<file path="src/rtl/pc_unit.sv">
// rtl/pc_unit.sv - fetch PC register with prioritised redirects, stall-deferred redirect and return-address stack
module pc_unit #(
    parameter int               WIDTH      = 32,
    parameter logic [WIDTH-1:0] RESET_PC   = 32'h00400020,
    parameter logic [WIDTH-1:0] EXC_VECTOR = 32'h80000180,
    parameter int               RAS_DEPTH  = 4
) (
    input  logic                       clk,
    input  logic                       reset,
    input  logic                       StallF,
    input  logic                       ExceptionM,
    input  logic                       JumpD,
    input  logic [WIDTH-1:0]           JumpTargetD,
    input  logic                       BranchTakenD,
    input  logic [WIDTH-1:0]           BranchTargetD,
    input  logic                       CallD,
    input  logic [WIDTH-1:0]           RetAddrD,
    input  logic                       ReturnD,
    input  logic [WIDTH-1:0]           ReturnRegD,
    output logic [WIDTH-1:0]           currPC,
    output logic [WIDTH-1:0]           pcPlus4,
    output logic [$clog2(RAS_DEPTH):0] RasCount,
    output logic                       RasEmpty,
    output logic                       RasFull,
    output logic                       PendingValid,
    output logic                       MisalignedF
);
    localparam int PW = $clog2(RAS_DEPTH);
    localparam int CW = PW + 1;

    localparam logic [1:0] PRIO_NONE = 2'd0;
    localparam logic [1:0] PRIO_BR   = 2'd1;
    localparam logic [1:0] PRIO_JMP  = 2'd2;
    localparam logic [1:0] PRIO_RET  = 2'd3;

    logic [WIDTH-1:0] r_pc;
    logic             r_pend_valid;
    logic [1:0]       r_pend_prio;
    logic [WIDTH-1:0] r_pend_tgt;
    logic [WIDTH-1:0] r_ras [RAS_DEPTH];
    logic [PW-1:0]    r_top;
    logic [CW-1:0]    r_count;

    logic [WIDTH-1:0] w_pc_plus4;
    logic [WIDTH-1:0] w_ret_tgt;
    logic [1:0]       w_red_prio;
    logic [WIDTH-1:0] w_red_tgt;
    logic             w_ras_nonempty;
    logic [PW-1:0]    w_top_inc;

    assign w_pc_plus4     = r_pc + WIDTH'(4);
    assign w_ras_nonempty = (r_count != '0);
    assign w_top_inc      = r_top + PW'(1);
    assign w_ret_tgt      = w_ras_nonempty ? r_ras[r_top] : ReturnRegD;

    // Exception is handled separately; this picks the best non-exception redirect.
    always_comb begin
        w_red_prio = PRIO_NONE;
        w_red_tgt  = w_pc_plus4;
        if (ReturnD) begin
            w_red_prio = PRIO_RET;
            w_red_tgt  = w_ret_tgt;
        end else if (JumpD) begin
            w_red_prio = PRIO_JMP;
            w_red_tgt  = JumpTargetD;
        end else if (BranchTakenD) begin
            w_red_prio = PRIO_BR;
            w_red_tgt  = BranchTargetD;
        end
    end

    always_ff @(posedge clk) begin
        if (reset) begin
            r_pc         <= RESET_PC;
            r_pend_valid <= 1'b0;
            r_pend_prio  <= PRIO_NONE;
            r_pend_tgt   <= '0;
        end else if (ExceptionM) begin
            r_pc         <= EXC_VECTOR;
            r_pend_valid <= 1'b0;
        end else if (StallF) begin
            if (w_red_prio != PRIO_NONE && (!r_pend_valid || w_red_prio >= r_pend_prio)) begin
                r_pend_valid <= 1'b1;
                r_pend_prio  <= w_red_prio;
                r_pend_tgt   <= w_red_tgt;
            end
        end else if (r_pend_valid) begin
            r_pend_valid <= 1'b0;
            r_pc         <= (w_red_prio > r_pend_prio) ? w_red_tgt : r_pend_tgt;
        end else begin
            r_pc <= w_red_tgt;
        end
    end

    // Circular stack: a push when full lands on the oldest slot, which is top+1.
    always_ff @(posedge clk) begin
        if (reset) begin
            r_top   <= '0;
            r_count <= '0;
            for (int i = 0; i < RAS_DEPTH; i++) r_ras[i] <= '0;
        end else if (CallD && ReturnD && w_ras_nonempty) begin
            r_ras[r_top] <= RetAddrD;
        end else if (CallD) begin
            r_top            <= w_top_inc;
            r_ras[w_top_inc] <= RetAddrD;
            if (r_count != CW'(RAS_DEPTH)) r_count <= r_count + CW'(1);
        end else if (ReturnD && w_ras_nonempty) begin
            r_top   <= r_top - PW'(1);
            r_count <= r_count - CW'(1);
        end
    end

    assign currPC       = r_pc;
    assign pcPlus4      = w_pc_plus4;
    assign RasCount     = r_count;
    assign RasEmpty     = (r_count == '0);
    assign RasFull      = (r_count == CW'(RAS_DEPTH));
    assign PendingValid = r_pend_valid;
    assign MisalignedF  = (r_pc[1:0] != 2'b00);
endmodule

</file>
<file path="config.mk">
export PLATFORM = sky130hd
export DESIGN_NAME = pc_unit
export DESIGN_NICKNAME = d
export VERILOG_FILES = /design/src/rtl/pc_unit.sv
export SDC_FILE = /design/constraint.sdc
export NUM_CORES = 1
export LEC_CHECK = 0
export BUFFER_PORTS_ARGS = -buffer_cell sky130_fd_sc_hd__buf_2
export CAP_MARGIN = 20
export CORE_ASPECT_RATIO = 1.25
export CORE_MARGIN = 2
export CORE_UTILIZATION = 40
export DETAILED_ROUTE_END_ITERATION = 16
export SYNTH_ARGS = -nofsm -noshare
export SYNTH_HDL_FRONTEND = slang
export SYNTH_SLANG_ARGS = --single-unit
</file>
<file path="constraint.sdc">
create_clock -name clk -period 5.5 [get_ports clk]
set_input_delay 1.1 -clock clk [delete_from_list [all_inputs] [get_ports clk]]
set_output_delay 1.1 -clock clk [all_outputs]
set_load 0.02 [all_outputs]
</file>
* Word-level counts from Yosys, hierarchy flattened
Memories as Yosys holds them, arrays and structs flattened. A register that Yosys moved wholly into a read port is not among the register bits.
Cells that the tools add are included.
** Word-level totals
- Bits in registers :: 72
- Memory bits (writable) :: 128
- Word-level logic and storage cells :: 73
- Memories kept :: 1
** Memory list
- r_ras :: depth 4, bits a word 32, read ports 1, clocked after memory_dff 1, wr ports 4, RTL line 40 : logic [WIDTH-1:0] r_ras [RAS_DEPTH];
** Operators by class
- $add $sub $neg :: 5
- $lt $le $gt $ge :: 2
- Equal/unequal tests :: 4
- Mux-type cells :: 33
- Bitwise operators :: 3
- Reductions and logical operators :: 18
** Operator list (count)
- $mux W32 :: 10
- $reduce_or A32 Y1 :: 2
- $add A32 B3 Y32 const B :: 1
- $mux W2 :: 8
- $mux W1 :: 12
- $mux W3 :: 3
- $reduce_and A3 Y1 :: 2
- $reduce_bool A2 Y1 :: 3
- $logic_and A1 B1 Y1 :: 4
- $ne A2 B1 Y1 const B :: 2
- $add A3 B1 Y3 const B :: 1
- $eq A3 B3 Y1 const B :: 1
- $logic_not A3 Y1 :: 1
- $ne A3 B3 Y1 const B :: 1
- $not A1 Y1 :: 3
- $reduce_bool A3 Y1 :: 1
- $reduce_or A3 Y1 :: 1
- $sub A3 B1 Y3 const B :: 1
- $add A2 B1 Y2 const B :: 1
- $ge A2 B2 Y1 :: 1
- $gt A2 B2 Y1 :: 1
- $reduce_and A2 Y1 :: 1
- $reduce_or A2 Y1 :: 1
- $sub A2 B1 Y2 const B :: 1
- other kinds (2) :: 2

* Longest topological paths before layout
Gate-level depths: netlist of the first run.
- Word-level depth :: 8
- Depth in mapped cells :: 14

* Least setup slack after synthesis of the first run
Ideal clock, no wire load.
- Kind :: input-to-reg
- Start :: in ReturnD
- End :: reg r_pc[31] (netlist: currPC[31])
- Arrival time :: 3818 ps
- Setup slack :: 1608 ps
- Stages on the path :: 12
- Buffers on the path :: 7
- Cell sequence :: clkbuf_1 clkbuf_1 clkbuf_1 clkbuf_1 nor2_1 ha_1 a32o_1 clkbuf_1 clkbuf_1 clkbuf_1 nand3_1 a31oi_1
** Between the ends
- Cells in the longest elaborated chain, start to end :: 6
- Elaborated cells between the ends (all ways) :: 7
** RTL lines
- from (decl) :: RTL line 18 : input logic ReturnD,
- $mux W2 :: RTL line 60 : if (ReturnD) begin
- $gt A2 B2 Y1 :: RTL line 89 : r_pc <= (w_red_prio > r_pend_prio) ? w_red_tgt : r_pend_tgt;
- $mux W32 :: RTL line 89
- $mux W32 (*) :: RTL line 87 : end else if (r_pend_valid) begin
- $mux W32 (*) :: RTL line 81 : end else if (StallF) begin
- $mux W32 (*) :: RTL line 78 : end else if (ExceptionM) begin
- to (signal assigned) :: RTL line 89
- to (signal assigned) :: RTL line 91 : r_pc <= w_red_tgt;
- to (decl) :: RTL line 36 : logic [WIDTH-1:0] r_pc;
Mark *: on every way between the ends. The rest lies on a longest branch, timed or not. The select of a mux whose other input is x is not followed.
A chain may end at the register's enable or synchronous reset.

* Worst setup path in the final report of the first run
- Start :: reg r_pc[4] (netlist: currPC[4])
- End :: out pcPlus4[27]
** Between the ends
- Cells in the longest elaborated chain, start to end :: 1
** RTL lines
- $add A32 B3 Y32 :: RTL line 51 : assign w_pc_plus4 = r_pc + WIDTH'(4);
- to (decl) :: RTL line 21 : output logic [WIDTH-1:0] pcPlus4,
No other way between the ends.

==> results by group, run 1 <==
Synth
  • Flops & latches, synth: 202
  • Fraction of registers with async set/reset: 0
  • Number of flops mapped to enable cells by yosys: 128
  • Synthesized area: 10340 sq um
  • Top_reg_cell synth: edfxtp_1
  • Post-synthesis instance total: 1052
  • Yosys cell types: 65
  • Post-synthesis sequential area ratio: 0.5148
  • Ranking of synthesized cells by area: edfxtp_1, dfxtp_1, mux4_2
  • Post-synth top area share: 0.3716
  • Syn nets: 1192
  • Synth cell count leaders: nand2_1, nor2_1, edfxtp_1
  • Cell type with the largest total area after synthesis: edfxtp_1
  • Synthesized area per cell: 9.834 sq um
  • Dominant cell by count in the synthesized netlist: nand2_1
  • Yosys warnings: 0

Worst setup path
  • Worst EP arrival: 3.15 ns
  • Worst path bufs/invs: 1
  • CP top delay family: simple AND/OR/NAND/NOR gates
  • Cell Chain, Critical Path: nand3_1, nor4_1, nand4_1, xnor2_1, buf_2
  • CP max stage cell: nor4_1
  • Crit-path max cell delay: 0.99 ns
  • Startpoint Class: register
  • CP Class: register to output pin
  • Worst EP required: 4.40 ns
  • Worst Path Max Fanout: 12
  • Worst Setup End Kind: output pin

Floorplanning
  • Die width: 147.8 um
  • Die span in y: 183.8 um
  • Full die area: 27170 sq um
  • Starting Density: 0.4077
  • I/O Pins: 207
  • Core Box Area: 25370 sq um
  • Rows: 65

Clocking
  • CTS tree: yes
  • CTS Sinks: 202
  • Worst-Skew Late Latency: 0.50 ns
  • Worst-path clk slew: 0.06 ns
  • Clk buf depth: 3
  • CTS root buf: clkbuf_16
  • Post-cts sizing count: 0
  • Total CTS buffers: 22
  • H-tree Lvls: 1
  • Postcts setup bufs: 0
  • Hold buffers post-CTS: 0

Placed design
  • Gpl congestion: 0.8878
  • Placed Area: 11670 sq um
  • Pre-CTS WS: 1.761 ns
  • DP Cell Count: 1536
  • Port Buffers: 206
  • Dpl hpwl: 23.61 mm

Run
  • Max-cap violations: 0

Power and ir drop
  • Leak Pwr: 5.025 nW
  • Psw: 1.596 mW
  • Sequential Power Share: 0.410
  • VDD IR-drop max: 0.3265 mV
  • Clock power frac: 0.289
  • Comb power frac: 0.302
  • Pwr dens: 385.9 nW/um^2
  • Switching share of power: 0.3353
  • Pint: 3.162 mW
  • Total Power: 4.758 mW

STA
  • Relative slew slack: 0.2656
  • TNS Setup: 0 ns
  • Hold_ws: 0.4569 ns
  • Fin. Hold Viols: 0
  • Slew Viols, Final: 0
  • Final worst slack: 1.247 ns
  • Final min period: 4.253 ns
  • RSZ-0062 raised after global routing: false
  • Final setup vio count: 0
  • Worst Skew: 0.01192 ns
  • Actual slew at the worst max-slew pin: 1.100 ns
  • Final period utilization: 0.7732
  • Maximum clock rate: 235.1 MHz

Global route
  • Total track usage: 0.2371
  • Vias in the first global route: 8624
  • Initial antenna violation count: 0
  • First-pass GRT wire length: 49.85 mm
  • GRT Residual Overflow: 0
  • Largest net degree at the start of global routing: 53

Finish
  • Non-filler cells, final: 1575
  • Design Area, Final: 12330 sq um
  • Layout Utilization: 0.4858
  • Diodes inserted: 0
  • Area Growth Syn to Fin: 19.17%
  • Layout Nets: 1365
  • Share of post-route cells with drive strength above 1: 0.2516

Route
  • Routed vias: 8778
  • Avg WL per Cell: 20.83 um
  • Iteration-0 DRC Markers: 593
  • DRC violations left: 0
  • Drt total wl: 32.81 mm
  • Initial DRT Pass Iterations: 7
  • DRT antenna net count: 0
  • Drt via density: 5.573

Status
  • Outcome: finished, final reports clean

Min path
  • Hold WC Path Type: register to register
==> cell families after synthesis <==
| family | count (synthesis) | synth area share |
|---|---|---|
| compound gates | 228 | 0.1459 |
| xor+xnor | 27 | 0.02359 |
| fa+ha+maj | 4 | 0.005564 |
| buf+inv | 129 | 0.04826 |
| flops | 202 | 0.5148 |
| mux | 45 | 0.08249 |
| simple gates | 417 | 0.1795 |
==> final cells by class <==
class | count | area [sq um]
clock buffers | 34 | 630.6
clock inverters | 5 | 26.28
fillers | 2478 | 13050
inverters | 48 | 180.2
multi-input cells | 721 | 4534
flip-flops and latches | 202 | 5326
well taps | 335 | 419.2
repair buffers | 230 | 1211
==> registers in the layout, summed over array words and instances (netlist names), named ones only <==
signal / flops
PendingValid: 1
RasCount: 3
currPC: 32
r_pend_prio: 2
r_pend_tgt: 32
r_ras: 128
r_top: 2
==> placed cells by master, fill, tap and decap left out, types with 24 or more instances in the layout <==
cell type  instances
inv_1             48
o21ai_0           38
a21oi_1           67
nand2_1          147
dfxtp_1           73
buf_2            206
edfxtp_1         128
buf_4             24
mux4_2            32
nand3_1           31
nor2_1           142
==> routing by layer <==
layer,GRT usage,share of wire,vias up
li1,-,-,4163
met1,0.2996,0.40,4215
met2,0.4099,0.50,327
met3,0.03995,0.063,73
met4,0.08724,0.036,0
met5,0,0,-
==> worst reg2reg max path, cell delays in order, from the launching register on <==
cell      delay, ns
dfxtp_1        0.45
nand3_1        0.44
nor4_1         1.00
nand4_1        0.25
xnor2_1        0.21
o311ai_0       0.44
o21ai_0        0.16
==> final timing paths <==
kind / from / to / slack (ns) / cells after the start
setup / recovery: currPC[4] / pcPlus4[27] / 1.25 / 5
hold / removal: r_pend_tgt[21] / r_pend_tgt[21] / 0.46 / 2
setup reg to reg: currPC[4] / r_pend_tgt[23] / 2.43 / 6
hold reg to reg: r_pend_tgt[21] / r_pend_tgt[21] / 0.46 / 2
==> power groups by stage <==
stage               Sequential (mW)  Combinational [mW]  Clock [mW]
floorplan                      1.95               0.985           0
global placement               1.97                1.43           0
detailed placement             1.98                1.44           0
CTS                            1.95                1.44        1.40
global route                   1.97                1.55        1.46
finish                         1.95                1.44        1.37
(Power assumes the default switching activity.)
==> run 2: changes to the inputs <==
==> constraint.sdc (replaced) <==
create_clock -name clk -period 3.5 [get_ports clk]
set_input_delay 0.7 -clock clk [delete_from_list [all_inputs] [get_ports clk]]
set_output_delay 0.7 -clock clk [all_outputs]
set_load 0.02 [all_outputs]
==> run 2 against run 1 <==
Compared with the run above:
- first-iteration DRC count rose by 2.4%
- register-to-register slack got worse by 1.6 ns
- via count barely moved
- design area rose by 1.7%
- critical path depth did not move
- critical endpoint is now pcPlus4[31]
- largest cell class unchanged
- largest power group unchanged
- highest routed layer is now met5
==> results by group, run 2 (same netlist as run 1, synthesis figures left out) <==
Global route
  • Initial antenna violation count: 2 (+2)
  • GRT Residual Overflow: 0 (unchanged)
  • Vias in the first global route: 8565 (-0.68%)
  • First-pass GRT wire length: 48.98 mm (-1.8%)
  • Total track usage: 0.2353 (-0.001839)
  • Largest net degree at the start of global routing: 44 (-17%)

Min path
  • Hold Path Origin: r_pend_tgt[20]
  • Hold WC Path Type: register to register

Placed design
  • Gpl congestion: 0.8890 (+0.14%)
  • Pre-CTS WS: 0.4862 ns (-1.274 ns)
  • Placed Area: 11800 sq um (+1.1%)
  • Port Buffers: 206 (unchanged)
  • Dpl hpwl: 23.66 mm (+0.24%)

Route
  • DRT antenna net count: 0 (unchanged)
  • Drt via density: 5.521 (-0.94%)
  • Initial DRT Pass Iterations: 5 (-2)
  • Iteration-0 DRC Markers: 607 (+2.4%)
  • Drt total wl: 33.01 mm (+0.61%)
  • Avg WL per Cell: 20.75 um (-0.40%)
  • DRC violations left: 0 (unchanged)
  • Routed vias: 8784 (+0.068%)

Finish
  • Area occupied by multi-input gates: 4549 sq um (+0.33%)
  • Area Growth Syn to Fin: 21.21%
  • Layout Nets: 1379 (+1.0%)
  • Largest register FFs: 128 (unchanged)
  • Top reg by flops: r_ras
  • Most frequent cells in the layout: buf_2, nand2_1, nor2_1
  • Fillers: 2475 (-0.12%)
  • Design Area, Final: 12540 sq um (+1.7%)
  • Reg area: 5329 sq um (about the same)
  • Share of post-route cells with drive strength above 1: 0.2685 (+0.01691)
  • Commonest non-fill, non-tap cell in the layout: buf_2

Floorplanning
  • Rows: 65 (unchanged)
  • Starting Density: 0.4077 (unchanged)
  • Die width: 147.8 um (unchanged)
  • I/O Pins: 207 (unchanged)
  • Full die area: 27170 sq um (unchanged)
  • Die span in y: 183.8 um (unchanged)
  • Core Box Area: 25370 sq um (unchanged)

Power and ir drop
  • VDD IR-drop max: 0.4348 mV (+33%)
  • Pwr dens: 610.8 nW/um^2 (+58%)
  • Pint: 5.134 mW (+62%)
  • Psw: 2.525 mW (+58%)
  • Comb power frac: 0.299 (-0.003)
  • Clock power frac: 0.302 (+0.013)
  • Switching share of power: 0.3297 (-0.005650)
  • Leak Pwr: 5.129 nW (+2.1%)
  • Sequential Power Share: 0.399 (-0.011)

Clocking
  • H-tree Lvls: 1 (unchanged)
  • CTS Sinks: 202 (unchanged)
  • Total CTS buffers: 22 (unchanged)
  • CTS root buf: clkbuf_16
  • Worst-Skew Late Latency: 0.51 ns (about the same)
  • Worst-path clk slew: 0.06 ns (about the same)
  • Clk buf depth: 3 (unchanged)
  • CTS tree: yes

STA
  • Final period utilization: 0.9783
  • Fin. Hold Viols: 0 (unchanged)
  • Final setup vio count: 0 (unchanged)
  • Final worst slack: 0.07599 ns (-1.171 ns)
  • RSZ-0062 raised after global routing: false
  • Final min period: 3.424 ns
  • Worst Skew: 0.01427 ns (+0.002351 ns)
  • Relative slew slack: 0.4473 (+0.1818)
  • Maximum clock rate: 292.1 MHz
  • TNS Setup: 0 ns (unchanged)
  • Slew Viols, Final: 0 (unchanged)
  • Actual slew at the worst max-slew pin: 0.8281 ns (-0.2724 ns)

Run
  • Max-cap violations: 0 (unchanged)

Worst setup path
  • Worst Setup End Kind: output pin
  • RR Startpoint: currPC[4]
  • Startpoint Class: register
  • Worst EP arrival: 2.72 ns (-0.43 ns)
  • CP Class: register to output pin
  • Worst EP required: 2.80 ns (-1.60 ns)
  • Critical path origin: currPC[4]
  • Worst Path Max Fanout: 7 (-5)

Status
  • Outcome: finished, final reports clean
## run 2: cell count changes in the layout (fill, tap and decap cells not counted), sizes merged
cell	delta
inv	-1
clkbuf	-6
buf	+14
clkinv	+4
clkinvlp	+2
diode	+1
bufinv	+2
## run 2: power by group through the flow
stage / clock network, mW / registers (mW) / logic (mW)
floorplan: 0 / 3.07 / 1.55
global placement: 0 / 3.09 / 2.29
detailed placement: 0 / 3.11 / 2.30
CTS: 2.36 / 3.06 / 2.31
global route: 2.44 / 3.09 / 2.49
finish: 2.31 / 3.05 / 2.29
## run 2: final timing paths
kind / end / slack (ns) / cells past startpoint
hold / removal: r_pend_tgt[20] / 0.46 / 2
hold reg to reg: r_pend_tgt[20] / 0.46 / 2
setup reg to reg: currPC[23] / 0.84 / 8
setup / recovery: pcPlus4[31] / 0.08 / 5
## run 2: critical path: stages (launching register included)
cell     delay, ns
dfxtp_1       0.46
nand3_1       0.23
or4_4         0.63
or4_4         0.57
xnor2_2       0.15
buf_2         0.18
## run 2: repair_timing
item,4_1_cts,5_1_grt
endpoints found under the setup margin,1,5
pin swaps,0,1
setup buffers,0,1
hold buffers,0,0
resized for setup,2,3
## run 2: layout make-up
type / instances / share of cell area
sequential: 202 / 0.4250
tap: 335 / 0.03343
clock inverter: 12 / 0.009080
antenna: 1 / 0.0001996
inverter: 48 / 0.01437
multi-input combinational: 721 / 0.3628
timing repair buffer: 244 / 0.1070
clock buffer: 28 / 0.04819
## run 2: layer usage
metal | global-route usage | vias to the layer above | part of all wire
li1 | - | 4191 | -
met1 | 0.2939 | 4215 | 0.40
met2 | 0.4125 | 306 | 0.50
met3 | 0.03400 | 70 | 0.062
met4 | 0.09105 | 2 | 0.036
met5 | 0 | - | 0.00021
## run 2: through the flow
stage                 util  instances  total power, mW  hold WS (ns)
detailed placement  0.4649       1549            5.404        0.4479
floorplan                -       1052            4.616        0.4325
CTS                 0.4934       1589            7.725        0.4561
global route        0.4942       1591            8.024        0.4793
global placement    0.4649       1549            5.384        0.4401
finish              0.4942       1591            7.659        0.4558
==> run 3: changes to the inputs <==
--- a/config.mk
+++ b/config.mk
@@ -10,7 +10,9 @@
 export CORE_ASPECT_RATIO = 1.25
 export CORE_MARGIN = 2
 export CORE_UTILIZATION = 40
+export CTS_CLUSTER_SIZE = 40
 export DETAILED_ROUTE_END_ITERATION = 16
+export GPL_TIMING_DRIVEN = 0
 export SYNTH_ARGS = -nofsm -noshare
 export SYNTH_HDL_FRONTEND = slang
 export SYNTH_SLANG_ARGS = --single-unit
==> run 3 against run 2 <==
Compared with the run above:
- die area unchanged
- final cell count increased by 2.5%
- first-iteration DRC count increased by 45%
- utilization increased by 0.71 points
- via count increased by 5.9%
- design area increased by 1.4%
- flip-flop and latch count unchanged
- sequential share of layout area decreased by 0.53 points
- sequential power about the same
- largest cell class unchanged
- critical endpoint is now pcPlus4[15]
==> results by group, run 3 (same netlist as run 1, synthesis figures left out) <==
Status
  • Outcome: finished, final reports clean

Placed design
  • Dpl hpwl: 27.70 mm (+17%)
  • Pre-CTS WS: -2.090 ns (-2.576 ns)
  • Gpl congestion: 0.9484 (+6.7%)
  • Port Buffers: 204 (-0.97%)
  • DP Cell Count: 1594 (+2.9%)

STA
  • Final min period: 3.472 ns (+0.04759 ns)
  • Final setup vio count: 0 (unchanged)
  • Worst Skew: 0.01774 ns (+0.003465 ns)
  • Final period utilization: 0.9919 (+0.01360)
  • TNS Setup: 0 ns (unchanged)
  • Relative slew slack: 0.3149 (-0.1325)
  • Fin. Hold Viols: 0 (unchanged)
  • Maximum clock rate: 288.1 MHz (-1.4%)
  • Final worst slack: 0.02840 ns (-0.04759 ns)
  • Actual slew at the worst max-slew pin: 1.018 ns (+0.1902 ns)
  • Slew Viols, Final: 0 (unchanged)

Clocking
  • CTS Sinks: 202 (unchanged)
  • CTS root buf: clkbuf_16
  • Worst-path clk slew: 0.06 ns (about the same)
  • Total CTS buffers: 22 (unchanged)
  • Worst-Skew Late Latency: 0.51 ns (about the same)
  • Clk buf depth: 3 (unchanged)
  • CTS tree: yes
  • H-tree Lvls: 1 (unchanged)

Finish
  • Area Growth Syn to Fin: 22.96%
  • Layout Nets: 1419 (+2.9%)
  • Fillers: 2511 (+1.5%)
  • Diodes inserted: 0 (-1)
  • Top reg by flops: r_ras
  • Non-filler cells, final: 1630 (+2.5%)
  • Commonest non-fill, non-tap cell in the layout: buf_2
  • Share of post-route cells with drive strength above 1: 0.2641 (-0.004433)
  • Reg area: 5338 sq um (+0.16%)
  • Largest register FFs: 128 (unchanged)
  • Area occupied by multi-input gates: 4583 sq um (+0.74%)
  • Layout Utilization: 0.5013 (+0.007101)
  • Most frequent cells in the layout: buf_2, nand2_1, nor2_1

Floorplanning
  • Die width: 147.8 um (unchanged)
  • Die span in y: 183.8 um (unchanged)
  • Starting Density: 0.4077 (unchanged)
  • Full die area: 27170 sq um (unchanged)
  • I/O Pins: 207 (unchanged)
  • Rows: 65 (unchanged)
  • Core Box Area: 25370 sq um (unchanged)

Power and ir drop
  • Switching share of power: 0.3359 (+0.006214)
  • Clock power frac: 0.311 (+0.009)
  • Psw: 2.659 mW (+5.3%)
  • Comb power frac: 0.307 (+0.008)
  • Leak Pwr: 5.194 nW (+1.3%)
  • Pint: 5.257 mW (+2.4%)
  • Sequential Power Share: 0.382 (-0.017)
  • Pwr dens: 622.3 nW/um^2 (+1.9%)
  • VDD IR-drop max: 0.3582 mV (-18%)
  • Total Power: 7.916 mW (+3.4%)

Worst setup path
  • Worst Path Max Fanout: 10 (+3)
  • Startpoint Class: register
  • Worst Setup End Kind: output pin
  • Worst EP arrival: 2.77 ns (+0.05 ns)
  • Worst EP required: 2.80 ns (about the same)
  • CP Class: register to output pin

Route
  • Avg WL per Cell: 22.68 um (+9.3%)
  • Iteration-0 DRC Markers: 878 (+45%)
  • Initial DRT Pass Iterations: 5 (unchanged)
  • DRT antenna net count: 0 (unchanged)
  • Routed vias: 9299 (+5.9%)
  • Drt via density: 5.705 (+3.3%)
  • Drt total wl: 36.97 mm (+12%)
  • DRC violations left: 0 (unchanged)

Global route
  • Total track usage: 0.2679 (+0.03263)
  • Vias in the first global route: 9206 (+7.5%)
  • Largest net degree at the start of global routing: 33 (-25%)
  • GRT Residual Overflow: 0 (unchanged)
  • First-pass GRT wire length: 54.29 mm (+11%)
  • Initial antenna violation count: 0 (-2)

Min path
  • Hold WC Path Type: register to register

Run
  • Max-cap violations: 0 (unchanged)
## run 3: final cells by class
class	instances	share of cell area
clock inverters	14	0.01407
multi-input cells	721	0.3603
flip-flops and latches	202	0.4196
inverters	48	0.01416
plain buffers	75	0.02636
well taps	335	0.03295
clock buffers	26	0.04613
repair buffers	209	0.08637
## run 3: what timing repair did
action / in CTS / in global routing
setup buffers: 2 / 0
hold buffers: 0 / 0
endpoints found under the hold margin: 0 / 0
setup endpoints to repair: 77 / 59
gates resized for setup: 25 / 34
## run 3: power by group through the flow
stage | combinational [mW] | clock, mW | sequential, mW
after floorplan | 1.55 | 0 | 3.07
after CTS | 2.43 | 2.48 | 3.02
after detailed placement | 2.42 | 0 | 3.07
final | 2.43 | 2.46 | 3.02
after global routing | 2.64 | 2.56 | 3.05
after global placement | 2.39 | 0 | 3.06
## run 3: metal layers
| metal | global-route usage | up-vias | routed length [um] |
|---|---|---|---|
| li1 | - | 4282 | - |
| met1 | 0.3230 | 4459 | 13800 |
| met2 | 0.4592 | 443 | 18090 |
| met3 | 0.03797 | 115 | 2789 |
| met4 | 0.1539 | 0 | 2295 |
| met5 | 0 | - | 0 |
## run 3: critical path, cell delays in order, from the launching register on
cell and delay [ns]:
dfxtp_2 0.42, nand3_2 0.19, clkbuf_1 0.34, nor4_1 0.95, xor2_1 0.18, buf_2 0.17
## run 3: stage by stage
step | hold slack (ns) | area [sq um]
floorplan | 0.4325 | 10340
global placement | 0.4389 | 11790
detailed placement | 0.4475 | 11850
CTS | 0.4561 | 12670
global route | 0.4741 | 12720
finish | 0.4579 | 12720
## run 3: worst paths after layout
path,startpoint,endpoint,slack [ns],depth (start not counted)
max,currPC[4],pcPlus4[15],0.03,5
min,r_pend_tgt[2],r_pend_tgt[2],0.46,2
max reg2reg,register,r_pend_tgt[23],0.64,7
min reg2reg,r_pend_tgt[2],r_pend_tgt[2],0.46,2
